[src/rtl/shk_rr_scheduler.sv]
// Four-requester round-robin scheduler for one shared shake-bus target.
// Holds a grant for a full four-phase transaction, registers the request
// payload toward the target, routes the response back combinationally and
// aborts stalled transactions with a watchdog, recording them in a sticky
// error word.
//
// state  | meaning
// S_IDLE | no grant; arbitrate from r_ptr
// S_REQ  | dst_valid high, waiting for dst_ready
// S_ACK  | dst_ready seen, waiting for granted src_valid to drop
// S_DONE | dst_valid low, waiting for dst_ready to drop
module shk_rr_scheduler #(
    parameter int MD_SIM_ABLE  = 0,
    parameter int WD_SHK0_DATA = 16,
    parameter int WD_SHK0_ADDR = 16,
    parameter int WD_ERR_INFO  = 4,
    parameter int TM_TIMEOUT   = 1024
) (
    input  logic                    i_sys_clk,
    input  logic                    i_sys_resetn,
    input  logic                    s_shk_0_src_valid,
    input  logic                    s_shk_0_src_msync,
    input  logic [WD_SHK0_DATA-1:0] s_shk_0_src_mdata,
    input  logic [WD_SHK0_ADDR-1:0] s_shk_0_src_maddr,
    output logic                    s_shk_0_src_ready,
    output logic                    s_shk_0_src_ssync,
    output logic [WD_SHK0_DATA-1:0] s_shk_0_src_sdata,
    output logic [WD_SHK0_ADDR-1:0] s_shk_0_src_saddr,
    input  logic                    s_shk_1_src_valid,
    input  logic                    s_shk_1_src_msync,
    input  logic [WD_SHK0_DATA-1:0] s_shk_1_src_mdata,
    input  logic [WD_SHK0_ADDR-1:0] s_shk_1_src_maddr,
    output logic                    s_shk_1_src_ready,
    output logic                    s_shk_1_src_ssync,
    output logic [WD_SHK0_DATA-1:0] s_shk_1_src_sdata,
    output logic [WD_SHK0_ADDR-1:0] s_shk_1_src_saddr,
    input  logic                    s_shk_2_src_valid,
    input  logic                    s_shk_2_src_msync,
    input  logic [WD_SHK0_DATA-1:0] s_shk_2_src_mdata,
    input  logic [WD_SHK0_ADDR-1:0] s_shk_2_src_maddr,
    output logic                    s_shk_2_src_ready,
    output logic                    s_shk_2_src_ssync,
    output logic [WD_SHK0_DATA-1:0] s_shk_2_src_sdata,
    output logic [WD_SHK0_ADDR-1:0] s_shk_2_src_saddr,
    input  logic                    s_shk_3_src_valid,
    input  logic                    s_shk_3_src_msync,
    input  logic [WD_SHK0_DATA-1:0] s_shk_3_src_mdata,
    input  logic [WD_SHK0_ADDR-1:0] s_shk_3_src_maddr,
    output logic                    s_shk_3_src_ready,
    output logic                    s_shk_3_src_ssync,
    output logic [WD_SHK0_DATA-1:0] s_shk_3_src_sdata,
    output logic [WD_SHK0_ADDR-1:0] s_shk_3_src_saddr,
    output logic                    m_shk_0_dst_valid,
    output logic                    m_shk_0_dst_msync,
    output logic [WD_SHK0_DATA-1:0] m_shk_0_dst_mdata,
    output logic [WD_SHK0_ADDR-1:0] m_shk_0_dst_maddr,
    input  logic                    m_shk_0_dst_ready,
    input  logic                    m_shk_0_dst_ssync,
    input  logic [WD_SHK0_DATA-1:0] m_shk_0_dst_sdata,
    input  logic [WD_SHK0_ADDR-1:0] m_shk_0_dst_saddr,
    input  logic                    i_err_clr,
    output logic [WD_ERR_INFO-1:0]  m_err_shk_info1
);

    localparam int WD_CNT = $clog2(TM_TIMEOUT);

    typedef enum logic [1:0] {S_IDLE, S_REQ, S_ACK, S_DONE} state_t;

    state_t                  state, state_nxt;
    logic [1:0]              r_ptr, ptr_nxt;
    logic [1:0]              r_grant, grant_nxt;
    logic [WD_CNT-1:0]       r_cnt;
    logic                    timeout;
    logic                    dst_valid_nxt;
    logic                    load;
    logic                    err_rdy, err_rel;
    logic [1:0]              r_err_bits, r_err_idx;
    logic                    pick_hit;
    logic [1:0]              pick_idx, cand;
    logic                    rsp_en;
    logic [3:0]              sel;

    logic [3:0]              src_valid, src_msync;
    logic [WD_SHK0_DATA-1:0] src_mdata [4];
    logic [WD_SHK0_ADDR-1:0] src_maddr [4];

    // Simulation mode carries no behaviour in this block.
    if (MD_SIM_ABLE != 0) begin : g_sim_mode
    end

    assign src_valid    = {s_shk_3_src_valid, s_shk_2_src_valid, s_shk_1_src_valid, s_shk_0_src_valid};
    assign src_msync    = {s_shk_3_src_msync, s_shk_2_src_msync, s_shk_1_src_msync, s_shk_0_src_msync};
    assign src_mdata[0] = s_shk_0_src_mdata;
    assign src_mdata[1] = s_shk_1_src_mdata;
    assign src_mdata[2] = s_shk_2_src_mdata;
    assign src_mdata[3] = s_shk_3_src_mdata;
    assign src_maddr[0] = s_shk_0_src_maddr;
    assign src_maddr[1] = s_shk_1_src_maddr;
    assign src_maddr[2] = s_shk_2_src_maddr;
    assign src_maddr[3] = s_shk_3_src_maddr;

    assign timeout = (r_cnt == WD_CNT'(TM_TIMEOUT - 1));

    // Round-robin pick: first pending requester at or after r_ptr.
    always_comb begin
        pick_hit = 1'b0;
        pick_idx = r_ptr;
        cand     = r_ptr;
        for (int i = 0; i < 4; i++) begin
            cand = r_ptr + 2'(i);
            if (!pick_hit && src_valid[cand]) begin
                pick_hit = 1'b1;
                pick_idx = cand;
            end
        end
    end

    // Next-state, grant/pointer update, dst_valid and error events.
    always_comb begin
        state_nxt     = state;
        grant_nxt     = r_grant;
        ptr_nxt       = r_ptr;
        dst_valid_nxt = m_shk_0_dst_valid;
        load          = 1'b0;
        err_rdy       = 1'b0;
        err_rel       = 1'b0;
        case (state)
            S_IDLE: begin
                dst_valid_nxt = 1'b0;
                if (pick_hit) begin
                    grant_nxt     = pick_idx;
                    load          = 1'b1;
                    dst_valid_nxt = 1'b1;
                    state_nxt     = S_REQ;
                end
            end
            S_REQ: begin
                if (m_shk_0_dst_ready) begin
                    state_nxt = S_ACK;
                end else if (timeout) begin
                    dst_valid_nxt = 1'b0;
                    err_rdy       = 1'b1;
                    state_nxt     = S_DONE;
                end
            end
            S_ACK: begin
                if (!src_valid[r_grant]) begin
                    dst_valid_nxt = 1'b0;
                    state_nxt     = S_DONE;
                end
            end
            S_DONE: begin
                dst_valid_nxt = 1'b0;
                if (!m_shk_0_dst_ready || timeout) begin
                    err_rel   = m_shk_0_dst_ready;
                    ptr_nxt   = r_grant + 2'd1;
                    state_nxt = S_IDLE;
                end
            end
            default: state_nxt = S_IDLE;
        endcase
    end

    // State, pointer, grant and watchdog registers.
    always_ff @(posedge i_sys_clk or negedge i_sys_resetn) begin
        if (!i_sys_resetn) begin
            state   <= S_IDLE;
            r_ptr   <= 2'd0;
            r_grant <= 2'd0;
            r_cnt   <= '0;
        end else begin
            state   <= state_nxt;
            r_ptr   <= ptr_nxt;
            r_grant <= grant_nxt;
            if (state_nxt != state) begin
                r_cnt <= '0;
            end else if (state == S_REQ || state == S_DONE) begin
                r_cnt <= r_cnt + 1'b1;
            end
        end
    end

    // Registered request toward the target; payload captured at grant.
    always_ff @(posedge i_sys_clk or negedge i_sys_resetn) begin
        if (!i_sys_resetn) begin
            m_shk_0_dst_valid <= 1'b0;
            m_shk_0_dst_msync <= 1'b0;
            m_shk_0_dst_mdata <= '0;
            m_shk_0_dst_maddr <= '0;
        end else begin
            m_shk_0_dst_valid <= dst_valid_nxt;
            if (load) begin
                m_shk_0_dst_msync <= src_msync[pick_idx];
                m_shk_0_dst_mdata <= src_mdata[pick_idx];
                m_shk_0_dst_maddr <= src_maddr[pick_idx];
            end
        end
    end

    // Sticky error word; a new error in the clear cycle is still recorded.
    always_ff @(posedge i_sys_clk or negedge i_sys_resetn) begin
        if (!i_sys_resetn) begin
            r_err_bits <= 2'b00;
            r_err_idx  <= 2'b00;
        end else if (err_rdy || err_rel) begin
            r_err_bits <= (i_err_clr ? 2'b00 : r_err_bits) | {err_rel, err_rdy};
            r_err_idx  <= r_grant;
        end else if (i_err_clr) begin
            r_err_bits <= 2'b00;
            r_err_idx  <= 2'b00;
        end
    end

    assign m_err_shk_info1 = WD_ERR_INFO'({r_err_idx, r_err_bits});

    // Response only reaches the granted requester while the request is live.
    assign rsp_en = (state == S_REQ) || (state == S_ACK);
    assign sel    = {rsp_en && (r_grant == 2'd3), rsp_en && (r_grant == 2'd2),
                     rsp_en && (r_grant == 2'd1), rsp_en && (r_grant == 2'd0)};

    assign s_shk_0_src_ready = sel[0] & m_shk_0_dst_ready;
    assign s_shk_0_src_ssync = sel[0] & m_shk_0_dst_ssync;
    assign s_shk_0_src_sdata = sel[0] ? m_shk_0_dst_sdata : '0;
    assign s_shk_0_src_saddr = sel[0] ? m_shk_0_dst_saddr : '0;
    assign s_shk_1_src_ready = sel[1] & m_shk_0_dst_ready;
    assign s_shk_1_src_ssync = sel[1] & m_shk_0_dst_ssync;
    assign s_shk_1_src_sdata = sel[1] ? m_shk_0_dst_sdata : '0;
    assign s_shk_1_src_saddr = sel[1] ? m_shk_0_dst_saddr : '0;
    assign s_shk_2_src_ready = sel[2] & m_shk_0_dst_ready;
    assign s_shk_2_src_ssync = sel[2] & m_shk_0_dst_ssync;
    assign s_shk_2_src_sdata = sel[2] ? m_shk_0_dst_sdata : '0;
    assign s_shk_2_src_saddr = sel[2] ? m_shk_0_dst_saddr : '0;
    assign s_shk_3_src_ready = sel[3] & m_shk_0_dst_ready;
    assign s_shk_3_src_ssync = sel[3] & m_shk_0_dst_ssync;
    assign s_shk_3_src_sdata = sel[3] ? m_shk_0_dst_sdata : '0;
    assign s_shk_3_src_saddr = sel[3] ? m_shk_0_dst_saddr : '0;

endmodule

[config.mk]
export PLATFORM = sky130hd
export DESIGN_NAME = shk_rr_scheduler
export DESIGN_NICKNAME = d
export VERILOG_FILES = /design/src/rtl/shk_rr_scheduler.sv
export SDC_FILE = /design/constraint.sdc
export NUM_CORES = 1
export LEC_CHECK = 0
export CAP_MARGIN = 20
export CORE_AREA = 2 2 135 137
export CTS_CLUSTER_DIAMETER = 150
export DETAILED_ROUTE_END_ITERATION = 16
export DIE_AREA = 0 0 137 139
export PLACE_DENSITY = 0.65
export SLEW_MARGIN = 20
export SYNTH_ARGS = -nofsm -noshare
export SYNTH_HDL_FRONTEND = slang
export SYNTH_SLANG_ARGS = --single-unit
[constraint.sdc]
create_clock -name i_sys_clk -period 3 [get_ports i_sys_clk]
set_clock_uncertainty 0.05 [all_clocks]
set_input_delay 0.9 -clock i_sys_clk [delete_from_list [all_inputs] [get_ports i_sys_clk]]
set_output_delay 0.9 -clock i_sys_clk [all_outputs]
set_load 0.005 [all_outputs]
Yosys cells after proc, flatten, opt, wreduce, memory -nomap -nowiden. Cells that the tools add are included.

Register bits after elaboration: 54. Logic and storage cells: 121.

Magnitude comparators: 7. Reductions and logical operators: 22. $add $sub $neg: 5. Mux-type cells: 56. Equal/unequal tests: 11. Bitwise logic cells: 10.

Operators by type and width (number): two-way mux 16 bit (12); binary-select mux 16 bit (select 2 bit) (2); two-way mux 2 bit (12); two-way mux 1 bit (20); two-way mux 10 bit (2); < comparator 2 x 3 -> 1 bit, second input constant (6); binary-select mux 1 bit (select 2 bit) (6); adder 10 x 1 -> 10 bit, second input constant (1); == test 10 bit, second input constant (1); AND 1 bit (8); == test 2 bit, second input constant (4); case mux 2 bit (4 select lines) (1); logical AND 1 bit (7); inequality test 2 bit, second input constant (3); adder 2 x 1 -> 2 bit, second input constant (2); adder 2 bit, second input constant (2); == test 2 x 1 -> 1 bit, second input constant (2); zero test 1 bit (4); zero test 2 bit (2); logical OR 1 bit (4); case mux 1 bit (4 select lines) (1); AND reduction 2 bit (2); nonzero test 2 bit (2); greater-or-equal comparator 3 bit, second input constant (1); 4 further kinds (4).

Depth between registers and ports, before layout.
Depth after elaboration: 16. Depth in mapped cells: 8.

Least setup slack after synthesis. OpenSTA, ideal clock, no wires.

Path kind: reg-to-output. Start point: reg state[1]. End point: out s_shk_2_src_saddr[10]. Slack: 0.399 ns. Buffers on the path: 3. Arrival: 1.651 ns. Data required time: 2.050 ns. Stages on the path, launching flop included: 7. Cells stage by stage: dfrtp_1 inv_1 ha_1 clkbuf_1 clkbuf_1 clkbuf_1 and3_1.

Cells in the longest elaborated chain, start to end: 4.

RTL lines: start, declared (RTL line 69) `state_t state, state_nxt;`; start signal, assigned (RTL line 172) `state <= state_nxt;`; == test 2 x 1 -> 1 bit or == test 2 bit (tied branches) (RTL line 217) `assign rsp_en = (state == S_REQ) || (state == S_ACK);`; logical OR 1 bit (*) (RTL line 217); logical AND 1 bit (*) (RTL line 218) `assign sel = {rsp_en && (r_grant == 2'd3), rsp_en && (r_grant == 2'd2),`; two-way mux 16 bit (*) (RTL line 232) `assign s_shk_2_src_saddr = sel[2] ? m_shk_0_dst_saddr : '0;`; end, declared (RTL line 44) `output logic [WD_SHK0_ADDR-1:0] s_shk_2_src_saddr,`.

Mark *: on every way between the ends. The rest lies on a longest branch, timed or not.

Worst setup path in the final report.
Start point: reg state[1]. End point: out s_shk_3_src_saddr[6].

Cells in the longest elaborated chain, start to end: 4.

RTL lines: == test 2 x 1 -> 1 bit or == test 2 bit (tied branches) (RTL line 217); logical OR 1 bit (*) (RTL line 217); logical AND 1 bit (*) (RTL line 218); two-way mux 16 bit (*) (RTL line 236) `assign s_shk_3_src_saddr = sel[3] ? m_shk_0_dst_saddr : '0;`; end, declared (RTL line 52) `output logic [WD_SHK0_ADDR-1:0] s_shk_3_src_saddr,`.

Marks and branches as above.

==> metrics.txt <==
Most used DFF post-synth sky130_fd_sc_hd__dfrtp_1; IO Pins 347; via count of the first global-routing pass 5275; number of distinct standard cells referenced by the synthesized netlist 45; layout overhead on the synthesized area 90.1%; Antenna Violating Nets Remaining 0; highest attainable clock frequency 0.340 GHz; total placed cells including tap cells 1110; initial antenna violation count 0; final routed DRC violation total 0; drt first-iter violations 240; worst IR drop on VDD 0.361 mV; Post-synth EDFFs 0; Pwr Density 851 mW/mm2; total standard cell area after synthesis 0.00467 mm2; setup slack at placement -0.143 ns; ratio of final minimum period to clock period 0.980; fraction of post-synthesis cell area in the top cell type by area 0.290; CTS max path bufs 2; cell with the biggest individual delay on the critical path sky130_fd_sc_hd__clkdlybuf4s50_1; standby leakage power 4.43 nW; Starting Density 0.264; register bit count reported by yosys 54; total number of yosys warnings 0; number of antenna repair diodes 0; fraction of the yosys area taken by sequential cells 0.290; placeable core region 0.0177 mm2; CTS tree done; total routing usage reported by global routing 0.202; syn nets 748; vias post-DR 5632; Setup violations, final 0; top cells by count, synth sky130_fd_sc_hd__and3_1, sky130_fd_sc_hd__dfrtp_1, sky130_fd_sc_hd__a211oi_1; H-Tree Level Count 2; worst hold slack after final layout 0.467 ns; Synth area leaders sky130_fd_sc_hd__dfrtp_1, sky130_fd_sc_hd__and3_1, sky130_fd_sc_hd__a211oi_1, sky130_fd_sc_hd__mux2i_1, sky130_fd_sc_hd__a211oi_2; share of the core filled with cells 0.502; final-layout setup total negative slack 0 ns; Die Area 0.0190 mm2; Final Worst Setup Slack 0.0600 ns; worst rel slew slack 0.508; Critical Path End Type primary output; site row count 49; result of the run finished clean; half-perimeter wire length after placement 14900 um; gp weighted congestion 0.849; post-layout minimum cycle time 2.94 ns; CTS sink cnt 54; fraction of final layout cells sized beyond drive strength 1 0.102; final-stage net count 1086; area taken by flip-flops and latches 0.00135 mm2; Max Slew Vio Count 0; later-pin clock latency in the skew report 0.29 ns; synthesized netlist cell count 565; number of iterations in the first detailed-routing pass 4; drt via density 4.97; wire length of the first global-routing pass 30400 um; aggregate global routing overflow 0; most frequent cell after synthesis sky130_fd_sc_hd__and3_1; final instance count without filler cells 1133; count of input and output buffers 346; path type of the worst min-delay path register to register; routed len/inst 18.3 um; critical path class register to primary output; Avg Synthesized Cell Area 8.26 um2; total routed wirelength 20700 um; cell-by-cell trace of the critical path inv_2 > ha_4 > buf_12 > clkbuf_16 > and3_1 > clkdlybuf4s50_1; fraction of registers with async set/reset 1.00; multi-input combinational cell area 0.00293 mm2; Worst Path Arrival 1.99 ns; cell at the root of the clock tree sky130_fd_sc_hd__clkbuf_16; overall die width 137 um; transition at the pin with the smallest max-transition slack 0.737 ns; required time reported for the critical path endpoint 2.05 ns; maximum cell stage delay along the critical path 0.51 ns; CTS buffer count 5; cell taking the most area after synthesis sky130_fd_sc_hd__dfrtp_1; total of fill cells in the finished design 1714; largest net degree at the start of global routing 55; Clock transition at path regs 0.07 ns; Die Y-Extent 139 um; number of endpoints with negative hold slack in the final report 0; CP startpoint kind register; max-capacitance violation count 0; largest fanout of any net on the critical path 12
placed cells by master (no fill, tap or decap), types with 10 or more instances in the layout:
master,instances
sky130_fd_sc_hd__a211oi_1,49
sky130_fd_sc_hd__a211oi_2,18
sky130_fd_sc_hd__a31oi_1,33
sky130_fd_sc_hd__and3_1,135
sky130_fd_sc_hd__buf_12,13
sky130_fd_sc_hd__buf_4,22
sky130_fd_sc_hd__clkbuf_16,10
sky130_fd_sc_hd__clkdlybuf4s50_1,251
sky130_fd_sc_hd__dfrtp_1,52
sky130_fd_sc_hd__dlygate4sd2_1,83
sky130_fd_sc_hd__dlymetal6s2s_1,11
sky130_fd_sc_hd__inv_1,39
sky130_fd_sc_hd__mux2i_1,33
sky130_fd_sc_hd__nand2_1,15
sky130_fd_sc_hd__nor2_1,48
sky130_fd_sc_hd__o21ai_0,10
cell families after synthesis:
kind of cell               share of synthesized area
AOI/OAI and AO/OA                              0.218
xor gates and xnor gates                      0.0169
adders and majority gates                     0.0268
buffers and inverters                         0.0898
DFF                                            0.290
muxes                                         0.0805
and+or+nand+nor                                0.278
final cells by class:
type | instances | share of cell area
multi-input combinational | 413 | 0.330
inverter | 41 | 0.0174
clock buffer | 6 | 0.0157
timing repair buffer | 388 | 0.448
sequential | 54 | 0.153
tap | 229 | 0.0323
clock inverter | 2 | 0.00437
state kept, by name, indices dropped and copies added, names as in the netlist:
register	cells
r_err_bits	2
state	2
r_cnt	10
m_shk_0_dst_valid	1
r_err_idx	2
m_shk_0_dst_msync	1
m_shk_0_dst_mdata	16
m_shk_0_dst_maddr	16
r_ptr	2
r_grant	2
path summary, 6_finish.rpt:
path                                          startpoint                       endpoint  slack, ns  cells past startpoint
max                                   state[1]$_DFF_PN0_           s_shk_3_src_saddr[6]       0.06                      6
min                        m_shk_0_dst_valid$_DFFE_PN0P_  m_shk_0_dst_valid$_DFFE_PN0P_       0.47                      1
max reg2reg                           state[0]$_DFF_PN0_           r_cnt[2]$_DFFE_PN0P_       0.72                      7
min reg2reg                m_shk_0_dst_valid$_DFFE_PN0P_  m_shk_0_dst_valid$_DFFE_PN0P_       0.47                      1
max in group asynchronous                   i_sys_resetn         r_grant[0]$_DFFE_PN0P_       1.68                      2
min in group asynchronous                   i_sys_resetn       r_err_idx[1]$_DFFE_PN0P_       0.69                      2
report_power, final:
group	internal, mW	total, mW	switching [mW]	leakage (nW)
Sequential	1.02	1.21	0.182	0.642
Clock	0.420	0.697	0.277	0.0875
Combinational	2.98	5.65	2.67	3.70
metal layers:
metal | global-route usage | wire, um | share of wire | vias up
met2 | 0.342 | 10200 | 0.49 | 191
met4 | 0.0423 | 352 | 0.017 | 0
met1 | 0.261 | 9070 | 0.44 | 2665
li1 | - | - | - | 2747
met3 | 0.0435 | 1120 | 0.054 | 29
met5 | 0 | 0 | 0 | -
stage by stage:
stage	cell area (um2)	power, mW
4_1_cts	8630	6.99
3_5_place_dp	8500	6.23
5_1_grt	8870	8.07
2_1_floorplan	4670	3.68
6_report	8870	7.55
3_3_place_gp	8500	6.22
timing repair:
action                     4_1_cts  5_1_grt
buffers inserted                 1        7
pin swaps                        0        1
gates resized for setup         90       17
cloned                           1        6
setup endpoints to repair      136       69
hold buffers                     0        0
worst max-delay path: cells and delay by family, from the launching register on:
kind,cells,cell delay [ns]
buffers and inverters,4,0.89
DFF,1,0.37
and+or+nand+nor,1,0.14
adders and majority gates,1,0.28
Power figures use the tool's default switching activity.
